--- config.mk ---
export PLATFORM = sky130hd
export DESIGN_NAME = div_sequencer
export DESIGN_NICKNAME = d
export VERILOG_FILES = /design/src/rtl/div_sequencer.sv
export SDC_FILE = /design/constraint.sdc
export NUM_CORES = 1
export LEC_CHECK = 0
export ABC_CLOCK_PERIOD_IN_PS = 7000
export CAP_MARGIN = 20
export CORE_MARGIN = 5
export CORE_UTILIZATION = 25
export DETAILED_ROUTE_END_ITERATION = 16
export GPL_TIMING_DRIVEN = 0
export PLACE_DENSITY = 0.47
export SYNTH_ARGS = -nofsm -noshare
export SYNTH_HDL_FRONTEND = slang
export SYNTH_SLANG_ARGS = --single-unit
--- constraint.sdc ---
create_clock -name clk -period 7 [get_ports clk]
set_input_delay 1.75 -clock clk [delete_from_list [all_inputs] [get_ports clk]]
set_output_delay 1.75 -clock clk [all_outputs]
set_load 0.05 [all_outputs]
--- src/rtl/div_sequencer.sv ---
// RV32M multi-cycle divide sequencer: radix-2 restoring divide for DIV/DIVU/REM/REMU.
// Holds the core via stall while iterating, then presents result with a one-cycle done pulse.
module div_sequencer #(
  parameter int WIDTH = 32,
  parameter int CNT_W = $clog2(WIDTH) + 1
) (
  input  logic             clk,
  input  logic             reset,
  input  logic             start,
  input  logic [1:0]       op,
  input  logic [WIDTH-1:0] a,
  input  logic [WIDTH-1:0] b,
  input  logic             kill,
  output logic             busy,
  output logic             stall,
  output logic             done,
  output logic [WIDTH-1:0] result
);

  // state  | meaning
  // IDLE   | waiting for start
  // SETUP  | take operand magnitudes, record result signs, load counter
  // ITER   | one quotient bit per cycle, WIDTH cycles
  // FIXUP  | apply signs, select quotient or remainder into result
  // DONE   | done pulse, result valid for write-back
  typedef enum logic [2:0] {
    S_IDLE  = 3'd0,
    S_SETUP = 3'd1,
    S_ITER  = 3'd2,
    S_FIXUP = 3'd3,
    S_DONE  = 3'd4
  } state_t;

  localparam logic [WIDTH-1:0] MIN_NEG = {1'b1, {(WIDTH-1){1'b0}}};

  state_t             state, next_state;
  logic [1:0]         op_q;
  logic [WIDTH-1:0]   quo;
  logic [WIDTH-1:0]   rem;
  logic [WIDTH-1:0]   dvs;
  logic [CNT_W-1:0]   cnt;
  logic               neg_q;
  logic               neg_r;

  logic               accept;
  logic               div_zero;
  logic               overflow;
  logic               special;
  logic [WIDTH-1:0]   special_res;
  logic               signed_q;
  logic [WIDTH:0]     rem_sh;
  logic [WIDTH:0]     diff;

  assign accept   = start & ~kill & (state == S_IDLE);
  assign div_zero = (b == '0);
  assign overflow = ~op[0] & (a == MIN_NEG) & (b == '1);
  assign special  = div_zero | overflow;
  assign signed_q = ~op_q[0];

  // Divide by zero and signed overflow follow the RISC-V M fixed results.
  always_comb begin
    special_res = '0;
    if (div_zero) special_res = op[1] ? a : '1;
    else          special_res = op[1] ? '0 : a;
  end

  assign rem_sh = {rem, quo[WIDTH-1]};
  assign diff   = rem_sh - {1'b0, dvs};

  always_comb begin
    next_state = state;
    case (state)
      S_IDLE:  if (accept) next_state = special ? S_DONE : S_SETUP;
      S_SETUP: next_state = S_ITER;
      S_ITER:  if (cnt == CNT_W'(1)) next_state = S_FIXUP;
      S_FIXUP: next_state = S_DONE;
      S_DONE:  next_state = S_IDLE;
      default: next_state = S_IDLE;
    endcase
    if (kill && state != S_IDLE) next_state = S_IDLE;
  end

  always_ff @(posedge clk or negedge reset) begin
    if (!reset) state <= S_IDLE;
    else        state <= next_state;
  end

  always_ff @(posedge clk or negedge reset) begin
    if (!reset) begin
      busy <= 1'b0;
      done <= 1'b0;
    end else begin
      busy <= (next_state != S_IDLE);
      done <= (next_state == S_DONE);
    end
  end

  // quo/dvs hold the raw operands from start until SETUP converts them to magnitudes.
  always_ff @(posedge clk or negedge reset) begin
    if (!reset) begin
      op_q   <= '0;
      quo    <= '0;
      rem    <= '0;
      dvs    <= '0;
      cnt    <= '0;
      neg_q  <= 1'b0;
      neg_r  <= 1'b0;
      result <= '0;
    end else begin
      case (state)
        S_IDLE: begin
          if (accept) begin
            op_q <= op;
            quo  <= a;
            dvs  <= b;
            if (special) result <= special_res;
          end
        end
        S_SETUP: begin
          quo   <= (signed_q && quo[WIDTH-1]) ? -quo : quo;
          dvs   <= (signed_q && dvs[WIDTH-1]) ? -dvs : dvs;
          neg_q <= signed_q & (quo[WIDTH-1] ^ dvs[WIDTH-1]);
          neg_r <= signed_q & quo[WIDTH-1];
          rem   <= '0;
          cnt   <= CNT_W'(WIDTH);
        end
        S_ITER: begin
          if (!diff[WIDTH]) begin
            rem <= diff[WIDTH-1:0];
            quo <= {quo[WIDTH-2:0], 1'b1};
          end else begin
            rem <= rem_sh[WIDTH-1:0];
            quo <= {quo[WIDTH-2:0], 1'b0};
          end
          cnt <= cnt - CNT_W'(1);
        end
        S_FIXUP: begin
          if (!kill) begin
            if (op_q[1]) result <= neg_r ? -rem : rem;
            else         result <= neg_q ? -quo : quo;
          end
        end
        default: ;
      endcase
    end
  end

  // Combinational so the core freezes fetch in the same cycle it issues the divide.
  assign stall = (start && state == S_IDLE) ||
                 (state != S_IDLE && state != S_DONE);

endmodule

Word-level counts from Yosys, hierarchy flattened
Cells that the tools add are included.
Word-level totals
  register bits: 143
  bits of input ports: 70
  output and inout port bits: 35
  word-level logic and storage cells: 83
Cells by class
  multiplexer cells: 25
  reductions and logical operators: 18
  $add $sub $neg: 5
  eq/ne operators: 13
  bitwise operators: 11
Operator list (count)
  32-bit 2-to-1 mux: 14
  32-bit one-hot mux with 2 select lines: 3
  32-bit negation: 3
  32-bit one-hot mux with 3 select lines: 1
  32-bit equality test, second input constant: 2
  33-bit by 32-bit subtractor with 33-bit output: 1
  32-bit zero test: 1
  3-bit 2-to-1 mux: 4
  3-bit one-hot mux with 4 select lines: 1
  6-bit one-hot mux with 2 select lines: 1
  2-bit != test, second input constant: 5
  3-bit nonzero test: 3
  1-bit bitwise AND: 6
  3-bit by 2-bit equality test with 1-bit output, second input constant: 2
  6-bit by 1-bit equality test with 1-bit output, second input constant: 1
  3-bit AND reduction: 2
  2-bit nonzero test: 3
  6-bit by 1-bit subtractor with 6-bit output, second input constant: 1
  1-bit logical AND: 5
  4-bit AND reduction: 1
  3-bit by 1-bit equality test with 1-bit output, second input constant: 1
  3-bit equality test, second input constant: 1
  3-bit zero test: 1
  3-bit != test, second input constant: 1
  6 further kinds: 8

Logic depth before layout (Yosys ltp)
Gate-level depths: netlist of the first run.
  depth after elaboration: 9
  depth in mapped cells: 13

Worst setup path before layout of the first run
OpenSTA, ideal clock, no wires.
  path type: input port to output port
  start point: input port start
  end point: output port stall
  data required time: 5.250 ns
  stages: 2
  path buffers: 0
  arrival time: 2.159 ns
  slack: 3.091 ns
  path through: nand2b_1 -> nand2_1
Between the ends
  longest elaborated chain between the ends: 2
RTL lines
  from (decl): RTL line 9  | input logic start,
  1-bit logical AND: RTL line 149  | assign stall = (start && state == S_IDLE) ||
  1-bit logical OR: RTL line 149
  to (decl): RTL line 15  | output logic stall,
Every way passes these cells.

Worst setup path after layout of the first run
  start point: input port a[13]
  end point: register result[5]
Between the ends
  longest elaborated chain between the ends: 6
RTL lines
  from (decl): RTL line 11  | input logic [WIDTH-1:0] a,
  32-bit equality test: RTL line 56  | assign overflow = ~op[0] & (a == MIN_NEG) & (b == '1);
  1-bit bitwise AND (2 in a row): RTL line 56
  1-bit OR: RTL line 57  | assign special = div_zero | overflow;
  2-bit != test (no source line)
  4-bit AND reduction (no source line)
  to (signal assigned): RTL line 116  | if (special) result <= special_res;
  to (signal assigned): RTL line 139  | if (op_q[1]) result <= neg_r ? -rem : rem;
  to (signal assigned): RTL line 140  | else result <= neg_q ? -quo : quo;
  to (decl): RTL line 17  | output logic [WIDTH-1:0] result
Every way passes these cells.
A chain may end at the register's enable or synchronous reset.

==> results.yml, run 1 <==
grt:
  grt_max_degree: 89
  grt_pass1_vias: 11466
  grt_first_pass_wirelength_um: 74700
  grt.overflow.total: 0
  gr-usage-all-layers_pct: 19.7
  antenna_found_initial: 2
routing:
  dr_wl_met3_um: 2900
  topRoutingLayerUsed: "met5"
  antenna_left: 0
  avgViaCountPerCell: 5.51
  avgRoutedWirePerCell_um: 23.3
  dr.pass1.iters: 7
  met2_length_um: 23000
  finalWirelength_um: 49800
  m1WireLength_um: 22100
  remaining_drc_errors: 0
  vias: 11771
  drt_iter0_drc: 1234
status:
  status: "finished clean"
layout:
  fillers: 4751
  nets: 1638
  drive_gt1_share_pct: 4.02
  syn2layout_area_growth_pct: 22.6
  layout_common_cells: "o21ai_0 (173), nand2_1 (162), dfrtp_1 (143)"
  fin_area_um2: 13700
  mostFrequentLayoutCell: "o21ai_0"
clock_network:
  hold_buffers: 0
  post_cts_buffers: 0
  cts_resized: 0
  clkSinkCount: 143
  cts_tree: "yes"
  clk_latency_ns: 0.46
  cts_max_level: 4
  cts_buffer_depth: 2
  cts-buffers-inserted: 17
  clockRootBuffer: "clkbuf_16"
  clk_pin_slew_ns: 0.06
placement:
  placed_area_um2: 13000
  numPortBuffers: 104
  place_congestion: 0.953
  hpwl_um: 38400
critical_path:
  startpoint_type: "input pin"
  critPathCaptureType: "register"
  critPathRequiredTime_ns: 7.36
  worst-path-max-fanout: 10
  critical_path_class: "in -> reg"
  cp_data_arrival_time_ns: 5.42
die:
  die_h_um: 221
  initial_core_util_pct: 25.2
  fp.dieArea_um2: 49000
  core.rowCount: 77
  coreArea_um2: 44200
  io_pins: 105
  fp.dieW_um: 221
timing:
  worst_slew_pin_slew_ns: 1.11
  slew_headroom_pct: 25.6
  fmax_mhz: 198
  drv_slew: 0
  rsz0062_at_grt: "false"
  finClkSkew_ns: 0.0162
  layout_min_cycle_time_ns: 5.06
  hold_ws_ns: 0.485
  period_share_pct: 72.3
  finalSetupViolations: 0
  fin_setup_tns_ns: 0
  final-hold-violation-count: 0
yosys:
  syn_nets: 1510
  synth_seq_cells: 143
  synthFlopType: "dfrtp_1"
  yosys_warnings: 0
  synth_top_area_share_pct: 32.1
  synthesis.area_um2: 11200
  syn_inst: 1402
  synth_edf_count: 0
  yosysTopAreaCell: "dfrtp_1"
  async_flop_share_pct: 100
  postSynthAreaPerCell_um2: 7.96
  synthTopCellsByArea: "dfrtp_1 (32%), o21ai_0 (7.8%), nand2_1 (5.4%)"
  synth_cell_types: 73
  ys_seq_area_share_pct: 32.1
power:
  leakagePower_nw: 5.48
  power_mw: 6.53
  peakVddDrop_v: 0.000185
  cellPowerDensity_nw_per_um2: 477
job:
  max-cap-violations: 0
worst_hold_path:
  hp-class: "reg -> reg"
-- stage by stage --
| step | cells | util [%] | setup slack [ns] |
|---|---|---|---|
| global route | 2135 | 30.9 | 1.87 |
| floorplan | 1402 | - | 3.09 |
| global placement | 2098 | 29.3 | -2.36 |
| finish | 2136 | 30.9 | 1.94 |
| detailed placement | 2103 | 29.4 | 1.57 |
| CTS | 2135 | 30.9 | 2.02 |
-- where the power goes --
group,switching [mW],leakage [nW],internal (mW)
combinational,2.48,3.32,1.38
clock,0.435,0.334,0.676
sequential,0.391,1.82,1.16
total,3.31,5.48,3.22
-- routing by layer --
metal  global-route usage (%)  vias to the layer above
met1                     26.6                     5777
met4                     7.74                        2
met2                     31.6                      448
met5                        0                        -
met3                     3.17                       80
li1                         -                     5464
-- synth_stat cells, drive strengths merged, types with 12 or more instances --
master,number
a211oi,17
a21o,22
a21oi,80
a221o,21
a221oi,23
a222oi,13
and3,14
buf,12
clkbuf,79
dfrtp,143
ha,37
inv,57
mux2i,29
nand2,163
nand2b,19
nand3,26
nand4,22
nor2,81
nor3,59
nor3b,14
nor4,23
o211ai,15
o21ai,174
o31ai,16
or3,32
or4,12
xnor2,44
xor2,39
-- area by class of cell --
cell class | instances | area (um2) | area share (%)
clock buffers | 17 | 425 | 3.11
diodes | 1 | 2.50 | 0.0183
flip-flops and latches | 143 | 3580 | 26.2
plain buffers | 91 | 359 | 2.62
repair buffers | 109 | 1100 | 8.03
multi-input cells | 1110 | 7000 | 51.2
inverters | 58 | 218 | 1.59
clock inverters | 15 | 258 | 1.88
well taps | 592 | 741 | 5.41
-- worst paths after layout --
kind	start	endpoint	slack, ns	cells after the start
worst max-delay path	a[13]	result[5]$_DFFE_PN0P_	1.94	10
worst min-delay path	cnt[1]$_DFFE_PN0N_	cnt[1]$_DFFE_PN0N_	0.48	2
worst max register to register	quo[31]$_DFFE_PN0P_	rem[12]$_DFFE_PN0N_	3.18	13
worst min register to register	cnt[1]$_DFFE_PN0N_	cnt[1]$_DFFE_PN0N_	0.48	2
max in group asynchronous	reset	dvs[22]$_DFFE_PN0P_	4.89	2
min in group asynchronous	reset	done$_DFF_PN0_	1.22	1
-- logic make-up after synthesis --
| logic type | after synthesis | synth area share [%] |
|---|---|---|
| AOI/OAI and AO/OA | 458 | 26.6 |
| xor gates and xnor gates | 83 | 6.58 |
| adders and majority gates | 38 | 4.33 |
| buffers and inverters | 149 | 5.17 |
| DFF | 143 | 32.1 |
| muxes | 32 | 2.90 |
| and+or+nand+nor | 499 | 22.4 |
-- registers in the layout, summed over array words and instances (netlist names) --
register and cells:
busy 1, cnt 6, done 1, dvs 32, neg_q 1, neg_r 1
op_q 2, quo 32, rem 32, result 32, state 3
-- critical path: stages --
cell	delay, ns
clkdlybuf4s50_1	0.59
nor4_1	0.91
nand3_1	0.29
nor4_1	0.29
a31oi_1	0.19
nor2_1	0.18
and2_1	0.27
o21ai_0	0.40
clkbuf_1	0.33
o21ai_0	0.21
(Power assumes the default switching activity.)
==> run 2, diff against run 1 <==
--- a/config.mk
+++ b/config.mk
@@ -5,13 +5,13 @@
 export SDC_FILE = /design/constraint.sdc
 export NUM_CORES = 1
 export LEC_CHECK = 0
-export ABC_CLOCK_PERIOD_IN_PS = 7000
+export ABC_CLOCK_PERIOD_IN_PS = 4500
 export CAP_MARGIN = 20
 export CORE_MARGIN = 5
 export CORE_UTILIZATION = 25
 export DETAILED_ROUTE_END_ITERATION = 16
 export GPL_TIMING_DRIVEN = 0
-export PLACE_DENSITY = 0.47
+export PLACE_DENSITY = 0.49
 export SYNTH_ARGS = -nofsm -noshare
 export SYNTH_HDL_FRONTEND = slang
 export SYNTH_SLANG_ARGS = --single-unit
==> constraint.sdc (replaced) <==
create_clock -name clk -period 4.5 [get_ports clk]
set_input_delay 1.125 -clock clk [delete_from_list [all_inputs] [get_ports clk]]
set_output_delay 1.125 -clock clk [all_outputs]
set_load 0.05 [all_outputs]
==> results.yml, run 2 (synthesized netlist as in run 1, its figures left out) <==
status:
  status: "finished clean"
die:
  fp.dieW_um: 221
  coreArea_um2: 44200
  io_pins: 105
  fp.dieArea_um2: 49000
  core.rowCount: 77
  die_h_um: 221
  initial_core_util_pct: 25.2
clock_network:
  cts_buffer_depth: 2
  post_cts_buffers: 0
  clk_pin_slew_ns: 0.06
  hold_buffers: 0
  cts_tree: "yes"
  clk_latency_ns: 0.45
  cts_max_level: 4
  clockRootBuffer: "clkbuf_16"
  clkSinkCount: 143
  cts-buffers-inserted: 17
layout:
  fin_area_um2: 13600
  layout_common_cells: "o21ai_0 (173), nand2_1 (162), dfrtp_1 (143)"
  nets: 1638
  ff_latch_area_um2: 3580
  mostFrequentLayoutCell: "o21ai_0"
  drive_gt1_share_pct: 3.89
  fillers: 4737
  multiInputGateArea_um2: 7020
  syn2layout_area_growth_pct: 21.6
  instances_no_fill: 2135
grt:
  grt_max_degree: 93
  gr-usage-all-layers_pct: 19.4
  grt.overflow.total: 0
  grt_first_pass_wirelength_um: 73700
  grt_pass1_vias: 11287
  antenna_found_initial: 0
placement:
  place_inst: 2102
  hpwl_um: 38100
  placed_area_um2: 13000
  place_congestion: 0.959
  numPortBuffers: 104
  dp_slack_ns: -0.470
critical_path:
  worst-path-max-fanout: 10
  critPathRequiredTime_ns: 4.86
  critical_path_class: "in -> reg"
  max_stage_delay_ns: 0.76
  cp_cell_sequence: "clkdlybuf4s50_1 > nor4_1 > nand4_1 > nor4_1 > a31oi_1 > nor2_1 > and2_1 > o21ai_0 > clkbuf_1 > o21ai_0"
  crit_family: "simple AND/OR/NAND/NOR gates"
  critPathCaptureType: "register"
  cp_data_arrival_time_ns: 4.68
  path_buf_inv: 2
  crit_slowest_cell: "nor4_1"
  startpoint_type: "input pin"
timing:
  slew_headroom_pct: 23.3
  finalSetupViolations: 0
  period_share_pct: 95.9
  fmax_mhz: 232
  drv_slew: 0
  final-hold-violation-count: 0
  fin_ws_ns: 0.185
  rsz0062_at_grt: "false"
  worst_slew_pin_slew_ns: 1.14
  fin_setup_tns_ns: 0
  finClkSkew_ns: 0.0140
  layout_min_cycle_time_ns: 4.31
routing:
  vias: 11662
  antenna_left: 0
  avgViaCountPerCell: 5.46
  avgRoutedWirePerCell_um: 22.9
  remaining_drc_errors: 0
  finalWirelength_um: 48900
  drt_iter0_drc: 945
  dr.pass1.iters: 5
worst_hold_path:
  hp-class: "reg -> reg"
power:
  peakVddDrop_v: 0.000293
  power_mw: 9.82
  leakagePower_nw: 5.41
  cellPowerDensity_nw_per_um2: 724
job:
  max-cap-violations: 0
==> run 2: worst paths after layout <==
path	depth (start not counted)	startpoint	endpoint	slack (ns)
max	10	a[0]	result[6]$_DFFE_PN0P_	0.19
min	2	result[10]$_DFFE_PN0P_	result[10]$_DFFE_PN0P_	0.48
max reg2reg	13	quo[31]$_DFFE_PN0P_	rem[17]$_DFFE_PN0N_	0.74
min reg2reg	2	result[10]$_DFFE_PN0P_	result[10]$_DFFE_PN0P_	0.48
max in group asynchronous	2	reset	dvs[11]$_DFFE_PN0P_	3.03
min in group asynchronous	1	reset	result[5]$_DFFE_PN0P_	0.59
==> run 2: timing repair <==
action | in CTS | in global routing
cloned | 0 | 0
endpoints found under the setup margin | 1 | 11
resized for setup | 1 | 1
==> run 2: through the flow <==
step	hold slack, ns	utilization, %
2_1_floorplan	0.446	-
3_3_place_gp	0.466	29.3
3_5_place_dp	0.471	29.4
4_1_cts	0.484	30.6
5_1_grt	0.502	30.7
6_report	0.478	30.7
==> run 2: area by class of cell <==
type / count / share of cell area (%)
Antenna cell: 1 / 0.0184
Sequential cell: 143 / 26.4
Tap cell: 592 / 5.46
Timing Repair Buffer: 109 / 8.13
Multi-Input combinational cell: 1110 / 51.7
Clock buffer: 21 / 3.39
Buffer: 91 / 2.65
Clock inverter: 10 / 0.664
Inverter: 58 / 1.60
==> run 2: worst min-delay path, cell delays in order, from the launching register on <==
cell	delay (ns)
dfrtp_1	0.34
nand2_1	0.05
o21ai_0	0.06
==> run 2: power breakdown <==
part           total, mW  internal [mW]  switching (mW)
Sequential          2.42           1.81           0.614
Combinational       5.99           2.16            3.84
Clock               1.41          0.784           0.622
==> run 2: metal layers <==
layer | share of wire, % | global-route usage [%] | vias up
met5 | 0 | 0 | -
met4 | 3.6 | 6.96 | 0
met3 | 6.1 | 3.68 | 87
met2 | 47 | 31.7 | 446
met1 | 44 | 25.6 | 5668
li1 | - | - | 5461
